$ cat config.mk
export PLATFORM = sky130hd
export DESIGN_NAME = cpu6_excpctrl
export DESIGN_NICKNAME = d
export VERILOG_FILES = /design/src/rtl/cpu6_excpctrl_pkg.sv /design/src/rtl/cpu6_excpctrl.sv
export SDC_FILE = /design/constraint.sdc
export NUM_CORES = 1
export LEC_CHECK = 0
export BUFFER_PORTS_ARGS = -buffer_cell sky130_fd_sc_hd__clkbuf_2
export CORE_MARGIN = 4
export CORE_UTILIZATION = 40
export CTS_BUF_LIST = sky130_fd_sc_hd__clkbuf_8 sky130_fd_sc_hd__clkbuf_16
export DETAILED_ROUTE_END_ITERATION = 7
export PLACE_DENSITY = 0.82
export SLEW_MARGIN = 20
export SYNTH_ARGS = -nofsm -noshare
export SYNTH_HDL_FRONTEND = slang
export SYNTH_SLANG_ARGS = --single-unit
$ cat constraint.sdc
create_clock -name clk -period 3 [get_ports clk]
set_input_delay 0.6 -clock clk [delete_from_list [all_inputs] [get_ports clk]]
set_output_delay 0.6 -clock clk [all_outputs]
set_load 0.03 [all_outputs]
$ cat src/rtl/cpu6_excpctrl_pkg.sv
// Shared encodings for the cpu6 trap/return sequencer: FSM states,
// captured event kinds and the mcause values it writes.
package cpu6_excpctrl_pkg;

    localparam int CPU6_EXCPCTRL_STATE_SIZE = 2;

    typedef enum logic [CPU6_EXCPCTRL_STATE_SIZE-1:0] {
        CPU6_EXCP_IDLE     = 2'd0,
        CPU6_EXCP_DRAIN    = 2'd1,
        CPU6_EXCP_SAVE     = 2'd2,
        CPU6_EXCP_REDIRECT = 2'd3
    } excp_state_e;

    typedef enum logic [1:0] {
        CPU6_EXCP_KIND_TRAP_ECALL = 2'd0,
        CPU6_EXCP_KIND_TRAP_IRQ   = 2'd1,
        CPU6_EXCP_KIND_RET        = 2'd2
    } excp_kind_e;

    localparam logic [31:0] CPU6_MCAUSE_ECALL_M = 32'h0000_000B;
    localparam logic [31:0] CPU6_MCAUSE_MTIMER  = 32'h8000_0007;

endpackage

$ cat src/rtl/cpu6_excpctrl.sv
// Trap/return sequencer: accepts ECALL/MRET/timer irq in EX, drains the
// pipeline, writes mepc/mcause and redirects fetch to mtvec or mepc.
module cpu6_excpctrl
    import cpu6_excpctrl_pkg::*;
#(
    parameter int XLEN          = 32,
    parameter int DRAIN_TIMEOUT = 8
) (
    input  logic            clk,
    input  logic            reset,
    input  logic            validE,
    input  logic            ecallE,
    input  logic            mretE,
    input  logic [XLEN-1:0] pcE,
    input  logic [XLEN-1:0] pcnextE,
    input  logic            tmr_irq_r,
    input  logic [XLEN-1:0] csr_mtvec,
    input  logic [XLEN-1:0] csr_mepc,
    output logic            empty_pipeline_reqE,
    input  logic            empty_pipeline_ackW,
    output logic [XLEN-1:0] excp_mepc,
    output logic            excp_mepc_ena,
    output logic [XLEN-1:0] excp_mcause,
    output logic            stallF,
    output logic            flushD,
    output logic            redirect_valid,
    output logic [XLEN-1:0] redirect_pc,
    output logic            in_trap,
    output logic            timeout_err
);

    localparam int CNT_W = $clog2(DRAIN_TIMEOUT + 1);

    excp_state_e     state_q, state_d;
    excp_kind_e      kind_q, kind_d;
    logic [XLEN-1:0] epc_q, epc_d;
    logic [XLEN-1:0] cause_q, cause_d;
    logic [CNT_W-1:0] cnt_q, cnt_d;
    logic            in_trap_q, in_trap_d;
    logic            timeout_q, timeout_d;

    logic ecall_ev, mret_ev, irq_ev, accept, drain_limit;

    always_comb begin
        // NOTE: every signal gets a default first so no path leaves it unassigned (no latch).
        state_d     = state_q;
        kind_d      = kind_q;
        epc_d       = epc_q;
        cause_d     = cause_q;
        cnt_d       = cnt_q;
        in_trap_d   = in_trap_q;
        timeout_d   = timeout_q;

        ecall_ev    = validE & ecallE;
        mret_ev     = validE & mretE;
        irq_ev      = tmr_irq_r & ~in_trap_q;
        // Gated by reset so the accept-cycle outputs also read 0 while reset is held.
        accept      = ~reset & (state_q == CPU6_EXCP_IDLE) & (ecall_ev | mret_ev | irq_ev);
        drain_limit = (cnt_q == CNT_W'(DRAIN_TIMEOUT - 1));

        case (state_q)
            CPU6_EXCP_IDLE: begin
                if (accept) begin
                    state_d = CPU6_EXCP_DRAIN;
                    cnt_d   = '0;
                    if (ecall_ev) begin
                        kind_d  = CPU6_EXCP_KIND_TRAP_ECALL;
                        epc_d   = pcE;
                        cause_d = XLEN'(CPU6_MCAUSE_ECALL_M);
                    end else if (mret_ev) begin
                        kind_d  = CPU6_EXCP_KIND_RET;
                    end else begin
                        kind_d  = CPU6_EXCP_KIND_TRAP_IRQ;
                        epc_d   = pcnextE;
                        cause_d = XLEN'(CPU6_MCAUSE_MTIMER);
                    end
                end
            end
            CPU6_EXCP_DRAIN: begin
                cnt_d = cnt_q + CNT_W'(1);
                if (empty_pipeline_ackW || drain_limit) begin
                    if (!empty_pipeline_ackW) begin
                        timeout_d = 1'b1;
                    end
                    state_d = (kind_q == CPU6_EXCP_KIND_RET) ? CPU6_EXCP_REDIRECT
                                                             : CPU6_EXCP_SAVE;
                end
            end
            CPU6_EXCP_SAVE: begin
                state_d = CPU6_EXCP_REDIRECT;
            end
            CPU6_EXCP_REDIRECT: begin
                state_d   = CPU6_EXCP_IDLE;
                in_trap_d = (kind_q != CPU6_EXCP_KIND_RET);
            end
            default: state_d = CPU6_EXCP_IDLE;
        endcase
    end

    // NOTE: sequential state uses non-blocking assignments only.
    always_ff @(posedge clk or posedge reset) begin
        if (reset) begin
            state_q   <= CPU6_EXCP_IDLE;
            kind_q    <= CPU6_EXCP_KIND_TRAP_ECALL;
            epc_q     <= '0;
            cause_q   <= '0;
            cnt_q     <= '0;
            in_trap_q <= 1'b0;
            timeout_q <= 1'b0;
        end else begin
            state_q   <= state_d;
            kind_q    <= kind_d;
            epc_q     <= epc_d;
            cause_q   <= cause_d;
            cnt_q     <= cnt_d;
            in_trap_q <= in_trap_d;
            timeout_q <= timeout_d;
        end
    end

    assign empty_pipeline_reqE = accept;
    assign flushD              = accept;
    assign stallF              = accept | (state_q != CPU6_EXCP_IDLE);
    assign excp_mepc_ena       = (state_q == CPU6_EXCP_SAVE);
    assign excp_mepc           = epc_q;
    assign excp_mcause         = cause_q;
    assign redirect_valid      = (state_q == CPU6_EXCP_REDIRECT);
    // Trap vectors are word aligned; the mode bits of mtvec are dropped.
    assign redirect_pc         = !redirect_valid ? '0 :
                                 (kind_q == CPU6_EXCP_KIND_RET) ? csr_mepc
                                                                : (csr_mtvec & ~XLEN'(3));
    assign in_trap             = in_trap_q;
    assign timeout_err         = timeout_q;

endmodule

==> flow_metrics.tcl <==
set metrics [dict create \
    setup_tns_ns 0 \
    power_density_mw_per_mm2 960 \
    drive_above_1_share_pct 42.9 \
    worstPathCellList "ha_1, buf_4, a21boi_0, clkbuf_2" \
    cts_buffer_depth 2 \
    netlist_instances 348 \
    ctsHoldBuffers 0 \
    holdPathStages 1 \
    coreArea_mm2 0.00725 \
    synth_top_area_share_pct 37.8 \
    clk_pin_slew_ns 0.08 \
    avgSynthCellArea_um2 8.56 \
    setup_ws_ns 0.477 \
    fin_worst_skew_ns 0.00677 \
    crit_required_ns 2.40 \
    status "finished, final reports clean" \
    seq_area_frac_synth_pct 37.8 \
    p_leak_nw 2.30 \
    htree_levels 2 \
    cp_max_fo 21 \
    dpl.cell_count 634 \
    max_freq_mhz 396 \
    peakVddDrop_mv 0.557 \
    regArea_mm2 0.00113 \
    cp-end-kind "output pin" \
    ant_nets 0 \
    synth_area_leader_cell "dfrtp_1" \
    pin_count 238 \
    rsz0062_at_grt "no" \
    drt_iter0_drc 44 \
    routed_wl_mm 8.59 \
    vias_per_cell 4.65 \
    die_y_um 94.3 \
    max_stage_delay_ns 0.50 \
    synth_flop_cell "dfrtp_1" \
    wl_per_cell_um 13.4 \
    ys_seq_elements 45 \
    fin_crit_ns 2.52 \
    synth.most_common_cell "nand2_1" \
    pre_cts_ws_ns 0.550 \
    diodes 0 \
    grt_max_degree 67 \
    initial_core_util_pct 41.1 \
    tightest_slew_ns 1.00 \
    hold_viol 0 \
    r2r-start "state_q[0]" \
    async_flop_share_pct 100 \
    first_pass_iters 4 \
    cts_buffers 5 \
    period_share_pct 84.1 \
    worstSetupPathType "reg -> out" \
    rrSetupSlack_ns 0.77 \
    stdcell_area_mm2 0.00405 \
    cap_viol_max_count 0 \
    place_hpwl_mm 6.95 \
    startpoint_type "flop" \
    synthTopCellsByArea "dfrtp_1 (38%), mux2i_1 (11%), buf_4 (8.1%)" \
    multiInputGateArea_mm2 0.00159 \
    cts_root_buffer "clkbuf_8" \
    reg2reg_to "excp_mcause[3]" \
    final_cell_count_no_fill 642 \
    remaining_drc_errors 0 \
    slowest_stage "ha_1" \
    area_growth_pct 36.0 \
    vias 2988 \
    antenna_found_initial 0 \
    yosys_warnings 0 \
    min_path_type "reg -> reg" \
    cp.arrival_ns 1.92 \
    drv_slew 0 \
    min_from "timeout_err" \
    grt-ovfl-total 0 \
    chipWidth_um 94.3 \
    fillCellCount 696 \
    cts_resized 0 \
    synth_common_cells "nand2_1 (63), dfrtp_1 (45), a21oi_1 (36), nor2_1 (34), mux2i_1 (33)" \
    cts_tree "built" \
    port_buffers 208 \
    synth_edf_count 0 \
    fp-row-count 31 \
    post-cts-setup-buffers 0 \
    synth.distinct_cells 38 \
    nets 683 \
    grt_usage_pct 18.7 \
    grt_pass1_vias 2821 \
    place_area_mm2 0.00396 \
    finalPower_mw 3.89 \
    clk_latency_ns 0.29 \
    final-setup-viol-count 0 \
    max_slew_margin_pct 33.0 \
    min_to "timeout_err" \
    r2r_cells 6 \
    syn_area_mm2 0.00298 \
    place.gp.congestion 0.788 \
    die_area_mm2 0.00889 \
    cts_sinks 45 \
    grt_first_pass_wirelength_mm 13.1 \
]
## worst max path at each step
| stage | from | endpoint | slack, ns | cells after the start |
|---|---|---|---|---|
| CTS | state_q[1] | redirect_pc[22] | 0.42 | 4 |
| detailed placement | validE | flushD | 0.55 | 5 |
| global route | state_q[1] | redirect_pc[29] | 0.27 | 4 |
| finish | state_q[1] | redirect_pc[27] | 0.48 | 4 |
| global placement | validE | flushD | 0.59 | 5 |
| floorplan | reset | cnt_q[2] | 0.18 | 4 |
## power breakdown
group / switching (mW) / internal, mW
clock network: 0.204 / 0.187
registers: 0.199 / 0.908
logic: 1.63 / 0.763
total: 2.03 / 1.86
## routing by layer
| metal | global-route usage (%) | vias to the layer above | part of all wire [%] | wire length, um |
|---|---|---|---|---|
| li1 | - | 1503 | - | - |
| met1 | 20.6 | 1325 | 36 | 3050 |
| met4 | 4.81 | 0 | 0.95 | 82 |
| met5 | 0 | - | 0 | 0 |
| met3 | 4.49 | 7 | 10 | 862 |
| met2 | 35.5 | 153 | 53 | 4590 |
## placed cells by master, fill, tap and decap left out, types with 2 or more instances in the layout
cell type  netlist  layout
a21boi_0        30      30
a21oi_1         36      36
a221o_1          2       2
a311o_1          2       2
and3_1           3       3
buf_4           32       5
clkbuf_2         0     208
clkbuf_8         0       6
conb_1           1      27
dfrtp_1         45      45
ha_1             6       6
inv_1            8       7
inv_2            1       2
mux2_2           3       3
mux2i_1         33      33
nand2_1         63      62
nand2b_1         2       2
nand3_1          3       3
nor2_1          34      34
nor3_1           2       2
o21ai_0          3       3
or2_2            2       2
## kinds of logic after synthesis
family / share of synthesized area [%]
other: 0.126
AND/OR/NAND/NOR: 16.2
XOR/XNOR: 0.294
adder cells (fa/ha/maj): 2.52
AO/OA/AOI/OAI: 18.7
flip-flops: 37.8
buffers and inverters: 12.1
multiplexers: 12.2
## stage by stage
step                utilization, %  hold slack, ns
floorplan                        -           0.495
global placement              54.5           0.461
detailed placement            54.5           0.466
CTS                           55.9           0.486
global route                  55.9           0.510
finish                        55.9           0.478
## final cells by class
cell class	instances	share of cell area [%]
clock buffer	6	2.04
timing repair buffer	213	26.6
sequential	45	27.8
multi-input combinational	268	39.3
inverter	9	0.834
clock inverter	2	0.340
tap	99	3.06
## registers in the layout, indices dropped and copies added (netlist names)
name and cells:
excp_mepc 32, cnt_q 4, excp_mcause 3, kind_q 2
state_q 2, in_trap 1, timeout_err 1
## critical path: cells and delay by family (launching register included)
family                   cells  cell delay (ns)
buffers and inverters        2             0.52
adder cells (fa/ha/maj)      1             0.50
flip-flops                   1             0.41
AO/OA/AOI/OAI                1             0.20
Note: power is estimated with default switching activity, not from simulation.
